--- config.mk ---
export PLATFORM = sky130hd
export DESIGN_NAME = fifo_wr_arbiter
export DESIGN_NICKNAME = d
export VERILOG_FILES = /design/src/rtl/fifo_pkg.sv /design/src/rtl/rr_pick.sv /design/src/rtl/fifo_wr_arbiter.sv
export SDC_FILE = /design/constraint.sdc
export NUM_CORES = 1
export LEC_CHECK = 0
export CORE_MARGIN = 8
export CORE_UTILIZATION = 38
export DETAILED_ROUTE_END_ITERATION = 16
export PLACE_DENSITY = 0.71
export SYNTH_ARGS = -nofsm -noshare
export SYNTH_HDL_FRONTEND = slang
export SYNTH_SLANG_ARGS = --single-unit
--- constraint.sdc ---
create_clock -name wrclk -period 3 [get_ports wrclk]
set_input_delay 0.75 -clock wrclk [delete_from_list [all_inputs] [get_ports wrclk]]
set_output_delay 0.75 -clock wrclk [all_outputs]
set_load 0.02 [all_outputs]
--- src/rtl/fifo_pkg.sv ---
// Shared definitions for the async_fifo write side: FIFO geometry, arbiter
// state encoding and a small cyclic-index helper.
package fifo_pkg;

    localparam int FIFO_DEPTH   = 8;
    localparam int FIFO_DATA_W  = 8;
    localparam int FIFO_USEDW_W = 3;

    typedef enum logic {
        ARB_IDLE  = 1'b0,
        ARB_BURST = 1'b1
    } arb_state_t;

    // (base + off) modulo n, for walking requester indices cyclically.
    function automatic int wrap_add(input int base, input int off, input int n);
        return (base + off) % n;
    endfunction

endpackage

--- src/rtl/rr_pick.sv ---
// Combinational round-robin selector: first valid requester at or after
// rr_ptr, searching cyclically.
module rr_pick
    import fifo_pkg::*;
#(
    parameter int N_REQ = 4,
    parameter int IDX_W = $clog2(N_REQ)
) (
    input  logic [N_REQ-1:0] req_valid,
    input  logic [IDX_W-1:0] rr_ptr,
    output logic             found,
    output logic [IDX_W-1:0] index
);

    // Scan from the farthest offset back towards rr_ptr so the nearest valid index wins.
    always_comb begin
        // NOTE: every output gets a default before the loop; otherwise paths that
        // find nothing would leave found/index unassigned and infer latches.
        found = 1'b0;
        index = '0;
        for (int k = N_REQ - 1; k >= 0; k--) begin
            if (req_valid[wrap_add(int'(rr_ptr), k, N_REQ)]) begin
                found = 1'b1;
                index = IDX_W'(wrap_add(int'(rr_ptr), k, N_REQ));
            end
        end
    end

endmodule

--- src/rtl/fifo_wr_arbiter.sv ---
// Write-side arbiter for async_fifo: shares the FIFO write port among N_REQ
// producers in round-robin bursts and never writes into a full FIFO, counting
// both the reported occupancy and writes the FIFO status has not caught up with.
module fifo_wr_arbiter
    import fifo_pkg::*;
#(
    parameter int N_REQ      = 4,
    parameter int DATA_W     = FIFO_DATA_W,
    parameter int DEPTH      = FIFO_DEPTH,
    parameter int BURST_LEN  = 4,
    parameter int STATUS_LAT = 1
) (
    input  logic                       wrclk,
    input  logic                       aclr_n,
    input  logic [N_REQ-1:0]           req_valid,
    input  logic [N_REQ*DATA_W-1:0]    req_data,
    output logic [N_REQ-1:0]           req_ready,
    input  logic                       wrfull,
    input  logic [$clog2(DEPTH)-1:0]   wrusedw,
    output logic                       wrreq,
    output logic [DATA_W-1:0]          data,
    output logic [$clog2(N_REQ)-1:0]   grant_id,
    output logic                       busy,
    output logic [15:0]                stall_cnt
);

    localparam int IDX_W  = $clog2(N_REQ);
    localparam int BEAT_W = 4;

    arb_state_t         state;
    arb_state_t         state_nxt;
    logic [IDX_W-1:0]   rr_ptr;
    logic [BEAT_W-1:0]  beat_cnt;
    // Bit k is set when wrreq was high k cycles ago; bit 0 mirrors wrreq itself.
    logic [STATUS_LAT:0] wr_hist;

    logic               pick_found;
    logic [IDX_W-1:0]   pick_idx;
    logic               owner_valid;
    logic [DATA_W-1:0]  owner_word;
    logic               space;
    logic               accept;
    logic               stall;
    logic               load_grant;
    logic               burst_done;
    int                 occ;
    int                 inflight;

    rr_pick #(
        .N_REQ (N_REQ),
        .IDX_W (IDX_W)
    ) u_rr_pick (
        .req_valid (req_valid),
        .rr_ptr    (rr_ptr),
        .found     (pick_found),
        .index     (pick_idx)
    );

    assign owner_valid = req_valid[grant_id];
    assign owner_word  = req_data[int'(grant_id)*DATA_W +: DATA_W];
    assign busy        = (state == ARB_BURST);

    // Free-space test: reported occupancy plus writes not yet visible in wrusedw/wrfull.
    always_comb begin
        occ      = wrfull ? DEPTH : int'(wrusedw);
        inflight = $countones(wr_hist);
        space    = (occ + inflight) < DEPTH;
    end

    // FSM state register.
    always_ff @(posedge wrclk or negedge aclr_n) begin
        // NOTE: clocked state uses non-blocking assignments so every register
        // samples pre-edge values regardless of block evaluation order.
        if (!aclr_n) state <= ARB_IDLE;
        else         state <= state_nxt;
    end

    // Next state, ready handshake and burst control strobes.
    always_comb begin
        state_nxt  = state;
        req_ready  = '0;
        accept     = 1'b0;
        stall      = 1'b0;
        load_grant = 1'b0;
        burst_done = 1'b0;
        case (state)
            ARB_IDLE: begin
                if (pick_found) begin
                    load_grant = 1'b1;
                    state_nxt  = ARB_BURST;
                end
            end
            ARB_BURST: begin
                accept              = owner_valid && space;
                stall               = owner_valid && !space;
                req_ready[grant_id] = accept;
                // A stalled owner keeps the grant so a burst is never split by a full FIFO.
                if (!owner_valid || (accept && beat_cnt == BEAT_W'(BURST_LEN - 1))) begin
                    burst_done = 1'b1;
                    state_nxt  = ARB_IDLE;
                end
            end
            default: state_nxt = ARB_IDLE;
        endcase
    end

    // Grant owner, beat counter and round-robin pointer.
    always_ff @(posedge wrclk or negedge aclr_n) begin
        if (!aclr_n) begin
            grant_id <= '0;
            beat_cnt <= '0;
            rr_ptr   <= '0;
        end else begin
            if (load_grant) begin
                grant_id <= pick_idx;
                beat_cnt <= '0;
            end else if (accept) begin
                beat_cnt <= beat_cnt + 1'b1;
            end
            if (burst_done) rr_ptr <= IDX_W'(wrap_add(int'(grant_id), 1, N_REQ));
        end
    end

    // Registered FIFO write port; data holds its last value between writes.
    always_ff @(posedge wrclk or negedge aclr_n) begin
        if (!aclr_n) begin
            wrreq <= 1'b0;
            data  <= '0;
        end else begin
            wrreq <= accept;
            if (accept) data <= owner_word;
        end
    end

    // History of write strobes covering the FIFO status latency.
    always_ff @(posedge wrclk or negedge aclr_n) begin
        // NOTE: this history is a few control flops, so it takes the async reset;
        // a payload storage array would be left unreset.
        if (!aclr_n) begin
            wr_hist <= '0;
        end else begin
            wr_hist[0] <= accept;
            for (int i = 1; i <= STATUS_LAT; i++) wr_hist[i] <= wr_hist[i-1];
        end
    end

    // Saturating count of cycles the owner had data but the FIFO had no room.
    always_ff @(posedge wrclk or negedge aclr_n) begin
        if (!aclr_n)                         stall_cnt <= '0;
        else if (stall && stall_cnt != 16'hFFFF) stall_cnt <= stall_cnt + 16'd1;
    end

endmodule

## Word level (Yosys, flattened, before mapping)

Cells that the tools add are included.

- Input port bits: 42
- Bits in registers: 36
- Output and inout bits: 32
- Word-level logic and storage cells: 78

- Multiplexer cells: 35
- Equality and inequality tests: 2
- Add/subtract/negate cells: 8
- $lt $le $gt $ge: 7
- Shift-type cells: 1
- Reduce and logical (&&, ||, !) cells: 12
- Bitwise operators: 5

Operators by type and width:

| kind | count |
|---|---|
| 32-bit by 6-bit variable part select with 8-bit output | 1 |
| 1-bit 2-to-1 mux | 20 |
| 16-bit by 1-bit adder with 16-bit output (second input constant) | 1 |
| 4-bit 2-to-1 mux | 4 |
| 16-bit != test (second input constant) | 1 |
| 3-bit by 4-bit less-than comparator with 1-bit output (second input constant) | 3 |
| 1-bit binary-select mux with 2-bit select | 5 |
| 2-bit 2-to-1 mux | 4 |
| 2-bit by 3-bit less-than comparator with 1-bit output (second input constant) | 2 |
| 2-bit OR reduction | 3 |
| 4-bit by 2-bit adder with 5-bit output | 1 |
| 1-bit logical AND | 5 |
| 5-bit by 4-bit less-than comparator with 1-bit output (second input constant) | 1 |
| 2-bit by 1-bit adder with 2-bit output (second input constant) | 2 |
| 2-bit adder (second input constant) | 2 |
| 4-bit by 1-bit adder with 4-bit output (second input constant) | 1 |
| 4-bit bitwise AND | 1 |
| 4-bit by 2-bit equality test with 1-bit output (second input constant) | 1 |
| 1-bit bitwise AND (first input constant) | 3 |
| 1-bit by 1-bit adder with 2-bit output | 1 |
| 1-bit demux with 2-bit select | 1 |
| 2-bit by 1-bit greater-or-equal comparator with 1-bit output (second input constant) | 1 |
| 1-bit logical NOT | 2 |
| 1-bit one-hot mux with 2 select lines | 1 |
| other kinds (3) | 3 |

## Longest topological paths before layout

Gate-level depths: netlist of the first run.

- Depth after elaboration: 13
- Gate-level depth with buffers: 9
- Mapped depth without buffers: 8

## Cells and area by module

A second synthesis of the first run with hierarchy kept.

- Cells, all modules: 187
- Area total of the unflattened synthesis: 1950.6 µm²

Modules (own cells, without submodules):

| module | seq. area each (µm²) | times used | area each (µm²) | cells an instance |
|---|---|---|---|---|
| fifo_wr_arbiter | 875.8 | 1 | 1873.0 | 174 |
| rr_pick | 0.0 | 1 | 77.6 | 13 |

## Worst setup path before layout of the first run

No wires, ideal clock.

- Path kind: in2out
- From: input port wrusedw[0]
- To: output port req_ready[0]
- Data required time: 2.250 ns
- Arrival: 1.734 ns
- Stages: 5
- Path slack: 0.516 ns
- Path buffers: 0
- Cell sequence: nor2b_1 -> ha_1 -> a21oi_1 -> o21ba_2 -> and3_1

- Cells in the longest elaborated chain, start to end: 6

RTL lines:

| item | line | RTL |
|---|---|---|
| from (decl) | fifo_wr_arbiter.sv:19 | `input logic [$clog2(DEPTH)-1:0] wrusedw,` |
| 4-bit 2-to-1 mux | fifo_wr_arbiter.sv:65 | `occ = wrfull ? DEPTH : int'(wrusedw);` |
| 4-bit by 2-bit adder with 5-bit output | fifo_wr_arbiter.sv:67 | `space = (occ + inflight) < DEPTH;` |
| 5-bit by 4-bit less-than comparator with 1-bit output | fifo_wr_arbiter.sv:67 |  |
| 1-bit logical AND | fifo_wr_arbiter.sv:94 | `accept = owner_valid && space;` |
| 4-bit bitwise AND (no line) | - |  |
| 4-bit 2-to-1 mux | fifo_wr_arbiter.sv:86 | `case (state)` |
| to (decl) | fifo_wr_arbiter.sv:17 | `output logic [N_REQ-1:0] req_ready,` |

No other way between the ends.

## Final worst setup path of the first run

- From: input port wrusedw[0]
- To: output port req_ready[1]

Same word-level chain as after synthesis.

==> results of run 1 <==
## sequential cells by signal (all words and copies together), names as in the netlist
name       count
beat_cnt       4
busy           1
data           8
grant_id       2
rr_ptr         2
stall_cnt     16
wr_hist        2
## worst paths after layout
path,from,cells after the start,end
setup / recovery,wrusedw[0],7,req_ready[1]
hold / removal,wr_hist[0]$_DFF_PN0_,0,wr_hist[1]$_DFF_PN0_
setup reg to reg,wr_hist[0]$_DFF_PN0_,7,rr_ptr[1]$_DFFE_PN0P_
hold reg to reg,wr_hist[0]$_DFF_PN0_,0,wr_hist[1]$_DFF_PN0_
max in group asynchronous,aclr_n,2,beat_cnt[0]$_DFFE_PN0P_
min in group asynchronous,aclr_n,2,wr_hist[1]$_DFF_PN0_
## cells in the final DEF, fill, tap and decap left out, types with 5 or more instances in the layout
master | Yosys | final
nand4_1 | 7 | 7
dfrtp_1 | 35 | 35
nor4_1 | 6 | 6
inv_1 | 5 | 5
clkdlybuf4s50_1 | 0 | 69
nand2_1 | 43 | 43
buf_4 | 0 | 19
xor2_1 | 9 | 9
ha_1 | 7 | 7
mux2i_1 | 6 | 6
and3_1 | 6 | 6
nand3_1 | 5 | 5
clkbuf_8 | 0 | 6
xnor2_1 | 7 | 7
mux4_2 | 8 | 8
nor2_1 | 7 | 7
## critical path, cell delays in order
cell and delay, ns:
clkdlybuf4s50_1 0.44, nor2b_1 0.13, ha_1 0.25, a21oi_2 0.18, o21ba_4 0.16, and3_1 0.14, buf_4 0.13
## cell families after synthesis
logic type | after synthesis | share of synthesized area (%)
AO/OA/AOI/OAI | 17 | 5.75
XOR/XNOR | 16 | 7.23
adder cells (fa/ha/maj) | 7 | 4.52
buffers and inverters | 10 | 2.07
flip-flops | 35 | 45.2
multiplexers | 15 | 13.0
AND/OR/NAND/NOR | 87 | 22.3
## layer usage
metal	vias up	share of wire (%)	track usage, %
met5	-	0	0
li1	842	-	-
met4	0	1.6	5.94
met2	59	47	21.9
met3	7	11	6.42
met1	828	41	15.5
## stage by stage
step,util (%),hold WS (ns)
final,59.3,0.424
after global routing,59.3,0.440
after CTS,58.8,0.433
after detailed placement,56.8,0.413
after global placement,56.8,0.412
after floorplan,-,0.446
## power by group
| part | leakage (nW) | total (W) | switching, W | internal [W] |
|---|---|---|---|---|
| clock network | 0.0612 | 0.000442 | 0.000173 | 0.000269 |
| registers | 0.443 | 0.000761 | 0.000149 | 0.000612 |
| logic | 0.815 | 0.00110 | 0.000541 | 0.000563 |
| total | 1.32 | 0.00231 | 0.000864 | 0.00144 |
## layout make-up
class | instances | area share, %
clock buffers | 6 | 2.78
multi-input cells | 142 | 34.8
inverters | 6 | 0.759
flip-flops and latches | 35 | 29.5
well taps | 70 | 2.95
clock inverters | 2 | 1.18
repair buffers | 88 | 28.1
## repair_timing
action | in CTS | in global routing
resized for setup | 17 | 5
endpoints found under the hold margin | 0 | 0
hold buffers | 0 | 0
pin swaps | 0 | 1
endpoints found under the setup margin | 4 | 4
buffers inserted | 0 | 1
==> metrics.cfg, run 1 <==
[run_status]
status=complete, no violations

[logic_synthesis]
synth_top_cell_by_area=dfrtp_1
synth_area_leaders=dfrtp_1 45%, mux4_2 9.3%, nand2_1 8.3%
syn_inst=187
synth.distinct_cells=36
ys_warn_count=0
ys_ff_latch=35
async_flop_share_pct=100
ys.flop_type=dfrtp_1
synth_nets=236
synth_edf_count=0
syn_avg_cell_area_um2=10.4
yosysMostFrequentCell=nand2_1
yosysSeqAreaShare_pct=45.2
synth_top_cell_area_share_pct=45.2
ys_top_cells_by_count=43 x nand2_1, 35 x dfrtp_1, 9 x xor2_1
syn-cell-area_um2=1940

[sta]
setup_violations=0
period_share_pct=98.0
finalHoldViolations=0
slew_viol_final=0
finalCriticalPeriod_ns=2.94
max_slew.worst_pin.slew_ns=0.502
setup-tns-final_ns=0
fmax_mhz=340
slew_headroom_pct=66.3
setup_ws_ns=0.0612
fin_skew_ns=0.00333

[global_routing]
antenna_found_initial=0
grt_max_degree=36
grt_pass1_wl_mm=8.36
gr-total-overflow=0
grt_use_total_pct=13.8
grt_pass1_vias=1862

[route]
wire_per_inst_um=14.0
firstDrtPassIters=4
drc_errors=0
ant_nets=0
via_per_inst=4.97
wl_mm=4.90
vias=1736
drt_iter0_markers=27

[pwr]
vdd_drop_max_v=0.000401
total_power_w=0.00231
p_per_area_nw_per_um2=777
p_leak_nw=1.32

[critical_path]
cp_max_fo=5
reg2reg_slack_ns=0.85
crit_arrival_ns=2.19
worstPathRequired_ns=2.25
critPathKind=in2out
worst_setup_path_end_kind=output port
critPathLaunchType=input port

[clock_network]
cts_max_path_buffers=2
clkTransAtPathRegs_ns=0.07
cts_buffers=5
root_buffer=clkbuf_8
cts.sinks=35
clk_latency_ns=0.28
cts_tree=done
cts_htree_levels=2

[cells_and_area]
stdcell_area_um2=2970
multiInputGateArea_um2=1030
layout-drive-gt1-share_pct=16.1
area_delta_synth_final_pct=53.2
regArea_um2=876
antennaDiodeCount=0
instances_no_fill=349
fin_nets=327
nFillCells=481

[floorplan]
rows=26
start_util_pct=38.7
fp.dieH_um=87.4
num_io_pins=74
die_area_um2=7640
die_w_um=87.4
coreArea_um2=5010

[placed_design]
port-buffer-count=73
dpl.cell_count=340
placed_area_um2=2840
hpwl_mm=3.91
gp_congestion=0.806
dp_slack_ns=-0.430

[worst_hold_path]
hp-class=reg2reg

[run]
max_cap_violations=0

(Power assumes the default switching activity.)
==> inputs of run 2 (changes only) <==
==> constraint.sdc (replaced) <==
create_clock -name wrclk -period 3.08 [get_ports wrclk]
set_input_delay 0.77 -clock wrclk [delete_from_list [all_inputs] [get_ports wrclk]]
set_output_delay 0.77 -clock wrclk [all_outputs]
set_load 0.02 [all_outputs]
==> metrics.cfg, run 2 (same netlist as run 1, synthesis figures left out) <==
[worst_hold_path]
hp-class=reg2reg
min_from=wr_hist[0]$_DFF_PN0_

[floorplan]
die_w_um=87.4
coreArea_um2=5010
num_io_pins=74
rows=26
start_util_pct=38.7
die_area_um2=7640
fp.dieH_um=87.4

[pwr]
clock_power_share_pct=16.8
switchingPower_w=0.000825
total_power_w=0.00216
p_leak_nw=1.31
p_per_area_nw_per_um2=736
swShare_pct=38.2
pwr-share-seq_pct=34.2
intPower_w=0.00134
p_comb_share_pct=49.0
vdd_drop_max_v=0.000348

[global_routing]
grt_pass1_vias=1774
antenna_found_initial=0
grt_pass1_wl_mm=8.20
met3_usage_pct=6.79
gr-total-overflow=0
grt_max_degree=36
busiest_layer=met2
use_met2_pct=21.8
grt_use_total_pct=13.6
grt_util_met1_pct=15.6

[cells_and_area]
layout.cells.most_common=clkdlybuf4s50_1
nFillCells=464
top_regs=stall_cnt: 16 flops, data: 8 flops, beat_cnt: 4 flops
final_core_util_pct=58.6
largest-register=stall_cnt
largest_register_ff_count=16
multiInputGateArea_um2=1030
instances_no_fill=348
antennaDiodeCount=0
area_delta_synth_final_pct=51.4
final_cell_mix=69 x clkdlybuf4s50_1, 43 x nand2_1, 35 x dfrtp_1
fin_nets=326
regArea_um2=876
layout-drive-gt1-share_pct=15.5

[clock_network]
root_buffer=clkbuf_8
ctsHoldBuffers=0
cts_max_path_buffers=2
cts_buffers=5
clkTransAtPathRegs_ns=0.07
cts.sinks=35
clk_latency_ns=0.28
cts_tree=done
cts_htree_levels=2

[critical_path]
startpoint=wrusedw[0]
crit_arrival_ns=2.27
cp_max_fo=5
critPathKind=in2out
worstPathRequired_ns=2.31
critPathLaunchType=input port
rr_startpoint=wr_hist[0]$_DFF_PN0_
worst_setup_path_end_kind=output port

[sta]
slew_viol_final=0
slew_headroom_pct=65.6
whs_ns=0.426
max_slew.worst_pin.slew_ns=0.512
period_share_pct=98.6
setup-tns-final_ns=0
finalCriticalPeriod_ns=3.04
fmax_mhz=329
setup_violations=0
fin_skew_ns=0.00358
finalHoldViolations=0

[route]
drt_iter0_markers=45
vias=1705
firstDrtPassIters=4
via_per_inst=4.90
wl_mm=4.87
ant_nets=0
drc_errors=0
wire_per_inst_um=14.0

[placed_design]
gp_congestion=0.808
hpwl_mm=3.81
port-buffer-count=73
dpl.cell_count=339

[run_status]
status=complete, no violations

[run]
max_cap_violations=0

run 2: changes by cell type in the layout (fill, tap and decap cells not counted):
cell       previous run  this run
bufinv_16             1         0
clkbuf_1              0         1
buf_4                19        14
clkinv_2              1         0
buf_2                 0         4
clkbuf_8              6         7
run 2: worst max-delay path, stage by stage:
cell	delay [ns]
clkdlybuf4s50_1	0.45
nor2b_1	0.13
ha_1	0.24
a21oi_2	0.18
o21ba_4	0.18
and3_1	0.14
buf_2	0.16
run 2: final cells by class:
class                      instances  area share, %
multi-input combinational        142           35.2
sequential                        35           29.9
timing repair buffer              87           27.8
clock buffer                       8           3.41
tap                               70           2.99
inverter                           6          0.768
run 2: path summary, 6_finish.rpt:
path	slack (ns)	end	depth (start not counted)
max	0.04	req_ready[3]	7
min	0.43	wr_hist[1]$_DFF_PN0_	0
max reg2reg	0.93	rr_ptr[1]$_DFFE_PN0P_	7
min reg2reg	0.43	wr_hist[1]$_DFF_PN0_	0
max in group asynchronous	1.86	stall_cnt[7]$_DFFE_PN0P_	2
min in group asynchronous	0.90	stall_cnt[11]$_DFFE_PN0P_	2
run 2: repair_timing:
action | CTS | global route
setup endpoints to repair | 4 | 4
buffers inserted | 0 | 1
pin swaps | 1 | 1
gates resized for setup | 17 | 1
run 2: metrics by stage:
step,cell area (µm²),worst slack [ns]
after floorplan,1940,0.556
after global placement,2840,-0.345
after detailed placement,2840,-0.404
after CTS,2920,0.0607
after global routing,2930,-0.0404
final,2930,0.0445
run 2: metal layers:
metal	share of wire [%]	vias up
met5	0	-
met4	0.64	0
met3	10	4
met2	47	60
met1	42	802
li1	-	839
run 2: power by group through the flow:
stage | registers [W] | logic, W | clock network (W)
5_1_grt | 0.000762 | 0.00117 | 0.000397
3_3_place_gp | 0.000745 | 0.00105 | 0
6_report | 0.000740 | 0.00106 | 0.000362
4_1_cts | 0.000741 | 0.00107 | 0.000376
2_1_floorplan | 0.000854 | 0.000493 | 0
3_5_place_dp | 0.000748 | 0.00107 | 0
==> variant, RTL diff (settings of run 2) <==
Register the output `stall_cnt` once more; this adds one clock of latency there. The other outputs are not delayed to match.
--- a/src/rtl/fifo_wr_arbiter.sv
+++ b/src/rtl/fifo_wr_arbiter.sv
@@ -27,4 +27,6 @@
     localparam int IDX_W  = $clog2(N_REQ);
     localparam int BEAT_W = 4;
+
+    logic [15:0] stall_cnt_s0;
 
     arb_state_t         state;
@@ -147,6 +149,10 @@
     // Saturating count of cycles the owner had data but the FIFO had no room.
     always_ff @(posedge wrclk or negedge aclr_n) begin
-        if (!aclr_n)                         stall_cnt <= '0;
-        else if (stall && stall_cnt != 16'hFFFF) stall_cnt <= stall_cnt + 16'd1;
+        if (!aclr_n)                         stall_cnt_s0 <= '0;
+        else if (stall && stall_cnt_s0 != 16'hFFFF) stall_cnt_s0 <= stall_cnt_s0 + 16'd1;
+    end
+
+    always_ff @(posedge wrclk) begin
+        stall_cnt <= stall_cnt_s0;
     end
 
Check against the original RTL: not equivalent (a bounded check fails within 4 cycles, from zero or initial values).
==> variant against run 2 <==
- total power grew 12%
- setup slack improved by 0.13 ns
- design area up 11%
- first-iteration DRC count is 69% higher
- routed wire length up 5.9%
- sequential cell count is 16 higher
- die area up 13%
- area after synthesis increased by 16%
- sequential power increased by 32%
- critical endpoint is now req_ready[1]
- largest cell class is now registers
==> variant: results <==
{
  "antenna_found_initial": 0,
  "clockRootBuffer": "clkbuf_8",
  "vias_per_cell": 4.859,
  "hold_path_class": "reg -> reg",
  "switching_share_pct": 35.17,
  "first_pass_iters": 4,
  "gp_congestion": 0.7915,
  "synth-seq-area-share_pct": 53.26,
  "skew_ns": 0.008504,
  "synth.mux.area_fraction_pct": 16.16,
  "arrival_ns": 2.14,
  "diodes": 0,
  "wl_met3_um": 288,
  "grt_pass1_vias": 1733,
  "cts_buffers": 5,
  "status": "finished clean",
  "yosysMostFrequentCell": "dfrtp_1",
  "top_layer": "met4",
  "clk_pin_slew_ns": 0.08,
  "path_delay_family": "simple AND/OR/NAND/NOR gates",
  "critPathMaxStageDelay_ns": 0.27,
  "p_seq_share_pct": 40.2,
  "ys_types": 37,
  "synthTopCellsByCount": "dfrtp_1, dfxtp_1, nor2_1",
  "htreeDepth": 2,
  "ctsLongestPathBuffers": 2,
  "p_leak_nw": 1.403,
  "yosys-top-cells-area": "dfrtp_1, dfxtp_1, mux4_2",
  "grt_max_degree": 36,
  "synth-xor-area-share_pct": 5.850,
  "synthesis.nets": 233,
  "dp_hpwl_um": 4007,
  "pg_clk_w": 0.000370,
  "pre_cts_slack_ns": -0.6384,
  "worst_pin_slew_ns": 0.4257,
  "drtIter0Drc": 76,
  "async_flop_share_pct": 68.63,
  "finalNetCount": 320,
  "critical_path.max_fanout": 5,
  "clock_latency_ns": 0.30,
  "largestRegisters": "stall_cnt: 16 flops, stall_cnt_s0: 16 flops, data: 8 flops",
  "yosysWarningCount": 0,
  "layout-drive-gt1-share_pct": 18.75,
  "cp_slowest_cell": "dlygate4sd2_1",
  "fill_cells": 524,
  "ir_worst_vdd_mv": 0.3092,
  "synth_adder_area_share_pct": 3.900,
  "io_buffers": 73,
  "dr_wl_met2_um": 2665,
  "grt_util_all_layers_pct": 12.49,
  "wirelength_um": 5154,
  "synth_compound_area_share_pct": 5.014,
  "m1WireLength_um": 2090,
  "grt_pass1_wl_um": 8397
}
-- variant: stage by stage --
stage                     power (W)  instances  area [µm²]
after floorplan            0.001604        184        2246
after global placement     0.002043        338        3118
after detailed placement   0.002063        338        3118
after CTS                  0.002461        347        3246
after global routing       0.002584        347        3246
final                      0.002422        347        3246
-- variant: what timing repair did --
action                                  4_1_cts  5_1_grt
resized for setup                            32        0
endpoints found under the setup margin        4        0
buffers inserted                              1        0
hold buffers                                  0        0
-- variant: cell type report --
class | count | area [µm²] | area share [%]
clock buffers | 6 | 72.57 | 2.236
multi-input cells | 122 | 1031 | 31.77
repair buffers | 84 | 812.0 | 25.02
clock inverters | 2 | 13.76 | 0.4241
flip-flops and latches | 51 | 1196 | 36.85
well taps | 75 | 93.84 | 2.891
inverters | 7 | 26.28 | 0.8096
-- variant: path summary, 6_finish.rpt --
path	startpoint	endpoint	slack, ns	cells past startpoint
worst max-delay path	wrfull	req_ready[1]	0.17	8
worst min-delay path	stall_cnt_s0[10]$_DFFE_PN0P_	stall_cnt[10]$_DFF_P_	0.42	0
worst max register to register	wr_hist[0]$_DFF_PN0_	rr_ptr[1]$_DFFE_PN0P_	0.94	8
worst min register to register	stall_cnt_s0[10]$_DFFE_PN0P_	stall_cnt[10]$_DFF_P_	0.42	0
max in group asynchronous	aclr_n	stall_cnt_s0[12]$_DFFE_PN0P_	1.88	2
min in group asynchronous	aclr_n	rr_ptr[1]$_DFFE_PN0P_	0.88	2
-- variant: metal layers --
layer / global-route usage, % / vias to the layer above
met2: 22.07 / 42
li1: - / 828
met3: 3.803 / 8
met1: 13.29 / 808
met5: 0 / -
met4: 5.772 / 0
-- variant: cell families after synthesis --
family / count (synthesis)
compound gates: 17
xor+xnor: 15
buf+inv: 11
flops: 51
simple gates: 58
fa+ha+maj: 7
mux: 25
